**config.mk**
```make
export PLATFORM = sky130hd
export DESIGN_NAME = uart_rx_fifo
export DESIGN_NICKNAME = d
export VERILOG_FILES = /design/src/rtl/uart_rx_fifo.sv
export SDC_FILE = /design/constraint.sdc
export NUM_CORES = 1
export LEC_CHECK = 0
export ABC_CLOCK_PERIOD_IN_PS = 4500
export BUFFER_PORTS_ARGS = -buffer_cell sky130_fd_sc_hd__buf_2
export CAP_MARGIN = 20
export CORE_UTILIZATION = 43
export DETAILED_ROUTE_END_ITERATION = 16
export HOLD_SLACK_MARGIN = 0.1
export PLACE_DENSITY = 0.61
export SLEW_MARGIN = 40
export SYNTH_ARGS = -nofsm -noshare
export SYNTH_HDL_FRONTEND = slang
export SYNTH_SLANG_ARGS = --single-unit
```
**constraint.sdc**
```tcl
create_clock -name clk -period 4.5 [get_ports clk]
set_clock_uncertainty 0.15 [all_clocks]
set_input_delay 0.9 -clock clk [delete_from_list [all_inputs] [get_ports clk]]
set_output_delay 0.9 -clock clk [all_outputs]
set_load 0.005 [all_outputs]
```
**src/rtl/uart_rx_fifo.sv**
```systemverilog
// rtl/uart_rx_fifo.sv - 8N1 UART receiver with show-ahead receive FIFO (even parity when UART_RX_PARITY_EN is defined)
module uart_rx_fifo #(
    parameter int FIFO_AW = 3,
    parameter int DIV_W   = 16
) (
    input  logic             clk,
    input  logic             rst,
    input  logic             rxd,
    input  logic [DIV_W-1:0] baud_div,
    output logic [7:0]       rx_data,
    output logic             rx_valid,
    input  logic             rx_ready,
    output logic             frame_err,
    output logic             overrun,
    output logic             busy
);

    localparam int               DEPTH   = 1 << FIFO_AW;
    localparam logic [DIV_W-1:0] DIV_MIN = DIV_W'(4);

`ifdef UART_RX_PARITY_EN
    typedef enum logic [2:0] {S_IDLE, S_START, S_DATA, S_PARITY, S_STOP} state_t;
`else
    typedef enum logic [2:0] {S_IDLE, S_START, S_DATA, S_STOP} state_t;
`endif

    logic [1:0]         sync_q;
    logic               rxs;
    state_t             state;
    logic [DIV_W-1:0]   div;
    logic [DIV_W-1:0]   div_in;
    logic [DIV_W-1:0]   cnt;
    logic [2:0]         bit_idx;
    logic [7:0]         shift;
    logic               par_err;
    logic [FIFO_AW:0]   wr_ptr;
    logic [FIFO_AW:0]   rd_ptr;
    logic [7:0]         mem [DEPTH];
    logic               tick;
    logic               stop_sample;
    logic               good_stop;
    logic               full;
    logic               empty;
    logic               pop;
    logic               push;

    assign rxs         = sync_q[1];
    assign div_in      = (baud_div < DIV_MIN) ? DIV_MIN : baud_div;
    assign tick        = (cnt == '0);
    assign stop_sample = (state == S_STOP) && tick;
    assign good_stop   = stop_sample && rxs && !par_err;

    assign empty    = (wr_ptr == rd_ptr);
    assign full     = (wr_ptr[FIFO_AW] != rd_ptr[FIFO_AW]) &&
                      (wr_ptr[FIFO_AW-1:0] == rd_ptr[FIFO_AW-1:0]);
    assign pop      = rx_ready && !empty;
    // A full FIFO still takes the byte if the head leaves in the same cycle.
    assign push     = good_stop && (!full || pop);
    assign rx_valid = !empty;
    assign rx_data  = empty ? 8'h00 : mem[rd_ptr[FIFO_AW-1:0]];
    assign busy     = (state != S_IDLE);

`ifndef UART_RX_PARITY_EN
    assign par_err = 1'b0;
`endif

    always_ff @(posedge clk) begin
        if (rst) begin
            sync_q <= 2'b11;
        end else begin
            sync_q <= {sync_q[0], rxd};
        end
    end

    always_ff @(posedge clk) begin
        if (rst) begin
            state     <= S_IDLE;
            div       <= DIV_MIN;
            cnt       <= '0;
            bit_idx   <= '0;
            shift     <= '0;
            frame_err <= 1'b0;
            overrun   <= 1'b0;
`ifdef UART_RX_PARITY_EN
            par_err   <= 1'b0;
`endif
        end else begin
            frame_err <= stop_sample && !good_stop;
            overrun   <= good_stop && full && !pop;
            case (state)
                S_IDLE: begin
                    div <= div_in;
                    if (!rxs) begin
                        state <= S_START;
                        cnt   <= (div_in >> 1) - DIV_W'(1);
                    end
                end
                S_START: begin
                    if (tick) begin
                        if (!rxs) begin
                            state   <= S_DATA;
                            cnt     <= div - DIV_W'(1);
                            bit_idx <= '0;
`ifdef UART_RX_PARITY_EN
                            par_err <= 1'b0;
`endif
                        end else begin
                            state <= S_IDLE;
                        end
                    end else begin
                        cnt <= cnt - DIV_W'(1);
                    end
                end
                S_DATA: begin
                    if (tick) begin
                        shift   <= {rxs, shift[7:1]};
                        cnt     <= div - DIV_W'(1);
                        bit_idx <= bit_idx + 3'd1;
                        if (bit_idx == 3'd7) begin
`ifdef UART_RX_PARITY_EN
                            state <= S_PARITY;
`else
                            state <= S_STOP;
`endif
                        end
                    end else begin
                        cnt <= cnt - DIV_W'(1);
                    end
                end
`ifdef UART_RX_PARITY_EN
                S_PARITY: begin
                    if (tick) begin
                        par_err <= ^{rxs, shift};
                        cnt     <= div - DIV_W'(1);
                        state   <= S_STOP;
                    end else begin
                        cnt <= cnt - DIV_W'(1);
                    end
                end
`endif
                S_STOP: begin
                    if (tick) begin
                        state <= S_IDLE;
                    end else begin
                        cnt <= cnt - DIV_W'(1);
                    end
                end
                default: state <= S_IDLE;
            endcase
        end
    end

    always_ff @(posedge clk) begin
        if (rst) begin
            wr_ptr <= '0;
            rd_ptr <= '0;
        end else begin
            if (push) begin
                wr_ptr <= wr_ptr + (FIFO_AW+1)'(1);
            end
            if (pop) begin
                rd_ptr <= rd_ptr + (FIFO_AW+1)'(1);
            end
        end
    end

    // Storage is deliberately left unreset; the empty gate on rx_data hides it.
    always_ff @(posedge clk) begin
        if (push && !rst) begin
            mem[wr_ptr[FIFO_AW-1:0]] <= shift;
        end
    end

endmodule

```
**Word-level counts from Yosys, hierarchy flattened**

Memories as Yosys holds them, arrays and structs flattened. A register that Yosys moved wholly into a read port is not among the register bits.
Cells that the tools add are included.

- Add/sub/neg operators: 6
- Multipliers: 0
- Divide/modulo/power cells: 0
- $lt $le $gt $ge: 1
- Equal/unequal tests: 15
- Shift operators: 0
- Mux-type cells: 23
- Bitwise operators: 0
- Reduce and logical (&&, ||, !) cells: 24

Operators with widths:

| kind | number |
|---|---|
| 16-bit two-way mux | 6 |
| 16-bit one-hot mux with 4 select lines | 1 |
| 16-bit by 1-bit subtractor with 16-bit output (second input constant) | 2 |
| 3-bit two-way mux | 10 |
| 16-bit logical NOT | 1 |
| 16-bit by 3-bit less-than comparator with 1-bit output (second input constant) | 1 |
| 15-bit by 1-bit subtractor with 16-bit output (second input constant) | 1 |
| 2-bit inequality test (second input constant) | 7 |
| 3-bit one-hot mux with 4 select lines | 1 |
| 1-bit logical AND | 9 |
| 4-bit by 1-bit adder with 4-bit output (second input constant) | 2 |
| 8-bit two-way mux | 1 |
| 4-bit AND reduction | 2 |
| 3-bit by 2-bit == test with 1-bit output (second input constant) | 2 |
| 3-bit one-hot mux with 2 select lines | 1 |
| 1-bit logical NOT | 5 |
| 5-bit AND reduction | 1 |
| 4-bit == test | 1 |
| 4-bit nonzero test | 1 |
| 3-bit by 1-bit adder with 3-bit output (second input constant) | 1 |
| 3-bit by 1-bit == test with 1-bit output (second input constant) | 1 |
| 3-bit == test | 1 |
| 3-bit == test (second input constant) | 1 |
| 3-bit logical NOT | 1 |
| other kinds (8) | 9 |

- Register bits: 58
- Latch bits: 0
- RAM bits: 64
- Memory bits (read-only): 0
- Bits of input ports: 20
- Logic and storage cells: 80
- Memories: 1

Memory list:

| name | depth | bits a word | rd ports | clocked after Yosys merged registers in | write ports | RTL line | RTL |
|---|---|---|---|---|---|---|---|
| mem | 8 | 8 | 1 | 1 | 1 | 38 | `logic [7:0] mem [DEPTH];` |

**Depth between registers and ports, before layout**

- Word-level depth: 8
- Depth in mapped cells: 13

**Worst setup path after synthesis**

No wires, ideal clock.

- Kind: input to register
- From: in baud_div[5]
- To: reg cnt[12]
- Library setup time: 117 ps
- Data arrival time: 3,555 ps
- Data required time: 4,233 ps
- Slack: 678 ps
- Stages on the path: 12
- Buffers on the path: 2
- Cell sequence: clkbuf_1 nor4_1 nand3_1 or4_1 nand2_1 ha_1 or3b_1 clkbuf_1 or3_1 xor2_1 nand2_1 a32o_1

- Cells in the longest elaborated chain, start to end: 5

RTL lines:

| item | RTL line | RTL |
|---|---|---|
| from (decl) | 9 | `input logic [DIV_W-1:0] baud_div,` |
| 16-bit by 3-bit less-than comparator with 1-bit output | 48 | `assign div_in = (baud_div < DIV_MIN) ? DIV_MIN : baud_div;` |
| 16-bit two-way mux * | 48 |  |
| 15-bit by 1-bit subtractor with 16-bit output * | 95 | `cnt <= (div_in >> 1) - DIV_W'(1);` |
| 16-bit two-way mux * | 93 | `if (!rxs) begin` |
| 16-bit one-hot mux with 4 select lines * | 90 | `case (state)` |
| to (signal assigned) | 95 |  |
| to (signal assigned) | 102 | `cnt <= div - DIV_W'(1);` |
| to (signal assigned) | 111 | `cnt <= cnt - DIV_W'(1);` |
| to (decl) | 32 | `logic [DIV_W-1:0] cnt;` |

Mark *: on every way between the ends. The rest lies on a longest branch, timed or not. The select of a mux whose other input is x is not followed.
A chain may end at the register's enable or synchronous reset.

**Worst setup path in the final report**

- From: in baud_div[12]
- To: reg cnt[12]

The elaborated chain is that of the path after synthesis.

==> results.toml <==
[power_and_ir_drop]
p_sw_mw = 1.488
leakage_nw = 2.531
ir_worst_vdd_v = 0.0002745
power.density_nw_per_um2 = 604.2
clkPwrFrac = 0.331
seqPwrFrac = 0.334
internal-power_mw = 2.726
pwr-share-comb = 0.335
swShare = 0.3532

[timing]
relSlewSlack = 0.4657
finalMaxSlewViolations = 0
tightestPinTransition_ns = 0.8004
hold_violations = 0
finalSetupTns_ns = 0
timing.final.crit_share = 0.8452
period_needed_ns = 3.803
fmax_mhz = 262.9
setup_violations = 0
rsz0062_at_grt = "no"

[grt]
overflow = 0
grtUsageTotal = 0.1981
antenna_found_initial = 0
grt_use_met2 = 0.3405
grt_use_met3 = 0.05236
use_met1 = 0.2375
grt_pass1_wl_um = 21720
top_usage_layer = "met2"
first_global_vias = 4254
grt_max_degree = 52

[clock_tree]
clock_sinks = 124
cts_tree = "yes"
cts-root-buf = "clkbuf_16"
ctsLongestPathBuffers = 2
post_cts_buffers = 0
clock_latency_ns = 0.42
post_cts_resized = 0
cts_buffers = 17
hold_buffers = 0
path_clk_slew_ns = 0.05
htree_levels = 4

[place]
place_congestion = 0.8494
portBuffers = 31
hpwlAfterDp_um = 8952
postPlaceCellArea_um2 = 6340

[layout]
mostFrequentLayoutCells = "64 x edfxtp_1, 60 x dfxtp_1, 57 x nor2_1"
nFillCells = 1197
final_common_cell = "edfxtp_1"
layout-drive-gt1-share = 0.1672
multi_input_area_um2 = 2789
final_area_um2 = 6974
fin_nets = 606
final-seq-area_um2 = 3123
n_antenna_cell = 0
fin_util = 0.5164
area_growth_pct = 15.31

[critical_path]
path_delay_family = "simple AND/OR/NAND/NOR gates"
crit_fanout = 6
cp-end-kind = "register"
reg2reg_slack_ns = 1.36
cpMostUsedCell = "nand2_1"
timing_worst_setup_path_type = "primary input to register"
worstPathArrival_ns = 3.96
start_kind = "primary input"
cp.required_ns = 4.66
cpPeakStageDelay_ns = 0.55
cpMaxStageDelayCell = "or4_1"
crit_chain = "buf_2, nor4_1, nand3_1, or4_1, nand2_1, ha_1, or3b_1, or3_1, xor2_1, nand2_1, a32o_1"
path_buf_inv = 1

[yosys]
ys.flop_type = "edfxtp_1"
synth_area_um2 = 6048
ys_warn_count = 0
synth_enable_flop_cells = 64
synth_cell_types = 53
syn_nets = 585
ys_async_sr_fraction = 0
ys_seq_area_frac = 0.5163
synthCells = 552
synth_seq_cells = 124
syn_area_per_cell_um2 = 10.96

[die]
num_rows = 42
die_width_um = 120.6
die-area_um2 = 14540
io_pins = 32
die_y_um = 120.6
core-area_um2 = 13510
start_util = 0.4478

[run_status]
outcome = "complete, no violations"

[route]
num_vias = 4256
wl_per_cell_um = 17.08
drtIter0Drc = 425
drc = 0
ant_nets = 0
dr.pass1.iters = 4
via_per_inst = 5.585
drt_wl_total_um = 13020

[job]
cap_violations = 0

[hold_path]
hold_path_class = "register to register"
-- flip-flops by register name (all words and copies together), names as in the netlist, named ones only --
name and flops:
frame_err 1, mem 64, div 16, state 2
bit_idx 3, overrun 1, wr_ptr 4, rd_ptr 4
cnt 16, sync_q 2, shift 8
-- final timing paths --
path / from / to / cells past startpoint
hold / removal: sync_q[0] / sync_q[1] / 1
setup reg to reg: cnt[0] / mem[4][6] / 8
setup / recovery: baud_div[12] / cnt[12] / 11
hold reg to reg: sync_q[0] / sync_q[1] / 1
-- per-stage QoR --
step	instances	hold slack [ns]	total power [mW]	setup slack [ns]
after global routing	762	0.2844	4.463	0.5440
final	762	0.2594	4.214	0.6967
after detailed placement	730	0.2528	2.805	0.2750
after floorplan	552	0.2395	2.510	0.6777
after global placement	730	0.2467	2.783	0.3091
after CTS	762	0.2673	4.209	0.6992
-- power groups by stage --
stage | clock, mW | combinational (mW) | sequential (mW)
floorplan | 0 | 1.13 | 1.38
global placement | 0 | 1.36 | 1.42
detailed placement | 0 | 1.38 | 1.42
CTS | 1.42 | 1.39 | 1.40
global route | 1.47 | 1.57 | 1.42
finish | 1.40 | 1.41 | 1.41
-- synthesized netlist by cell type (all sizes together), types with 2 or more instances --
library cell | instances | share of area
edfxtp | 64 | 0.32
nor2 | 63 | 0.039
dfxtp | 60 | 0.20
nand2 | 40 | 0.025
xnor2 | 29 | 0.042
mux2i | 28 | 0.046
a21oi | 27 | 0.024
clkbuf | 24 | 0.015
nand3 | 21 | 0.017
nor4 | 17 | 0.020
mux4 | 16 | 0.060
nor3 | 16 | 0.013
xor2 | 14 | 0.020
ha | 13 | 0.027
inv | 13 | 0.0081
o21ai | 13 | 0.011
buf | 9 | 0.0072
a22oi | 7 | 0.0087
nand4 | 6 | 0.0072
a32o | 5 | 0.0083
and3 | 5 | 0.0052
o221ai | 5 | 0.0072
or4 | 5 | 0.0062
a211o | 4 | 0.0058
nand2b | 4 | 0.0041
a31oi | 3 | 0.0031
and2 | 3 | 0.0031
nand4b | 3 | 0.0043
nor2b | 3 | 0.0031
nor3b | 3 | 0.0037
or2 | 3 | 0.0031
or3 | 3 | 0.0031
a21o | 2 | 0.0025
a221o | 2 | 0.0033
a221oi | 2 | 0.0029
and4 | 2 | 0.0029
nand3b | 2 | 0.0025
o22ai | 2 | 0.0021
o31a | 2 | 0.0029
o31ai | 2 | 0.0025
-- final cells by class --
type                    instances  area share
clock inverters                13     0.02368
multi-input cells             382      0.3999
inverters                      13    0.006997
flip-flops and latches        124      0.4478
clock buffers                  19     0.06351
well taps                     176     0.03158
repair buffers                 35     0.02655
-- cells by family after synthesis --
family                   Yosys count  share of synthesized area
AND/OR/NAND/NOR                  202                     0.1688
AO/OA/AOI/OAI                     80                    0.08957
flip-flops                       124                     0.5163
adder cells (fa/ha/maj)           13                    0.02689
buffers and inverters             46                    0.03020
XOR/XNOR                          43                    0.06227
multiplexers                      44                     0.1059
-- routing by layer --
metal / up-vias / part of all wire
li1: 2088 / -
met1: 2044 / 0.44
met2: 107 / 0.50
met3: 17 / 0.048
met4: 0 / 0.012
met5: - / 0
(Power assumes the default switching activity.)
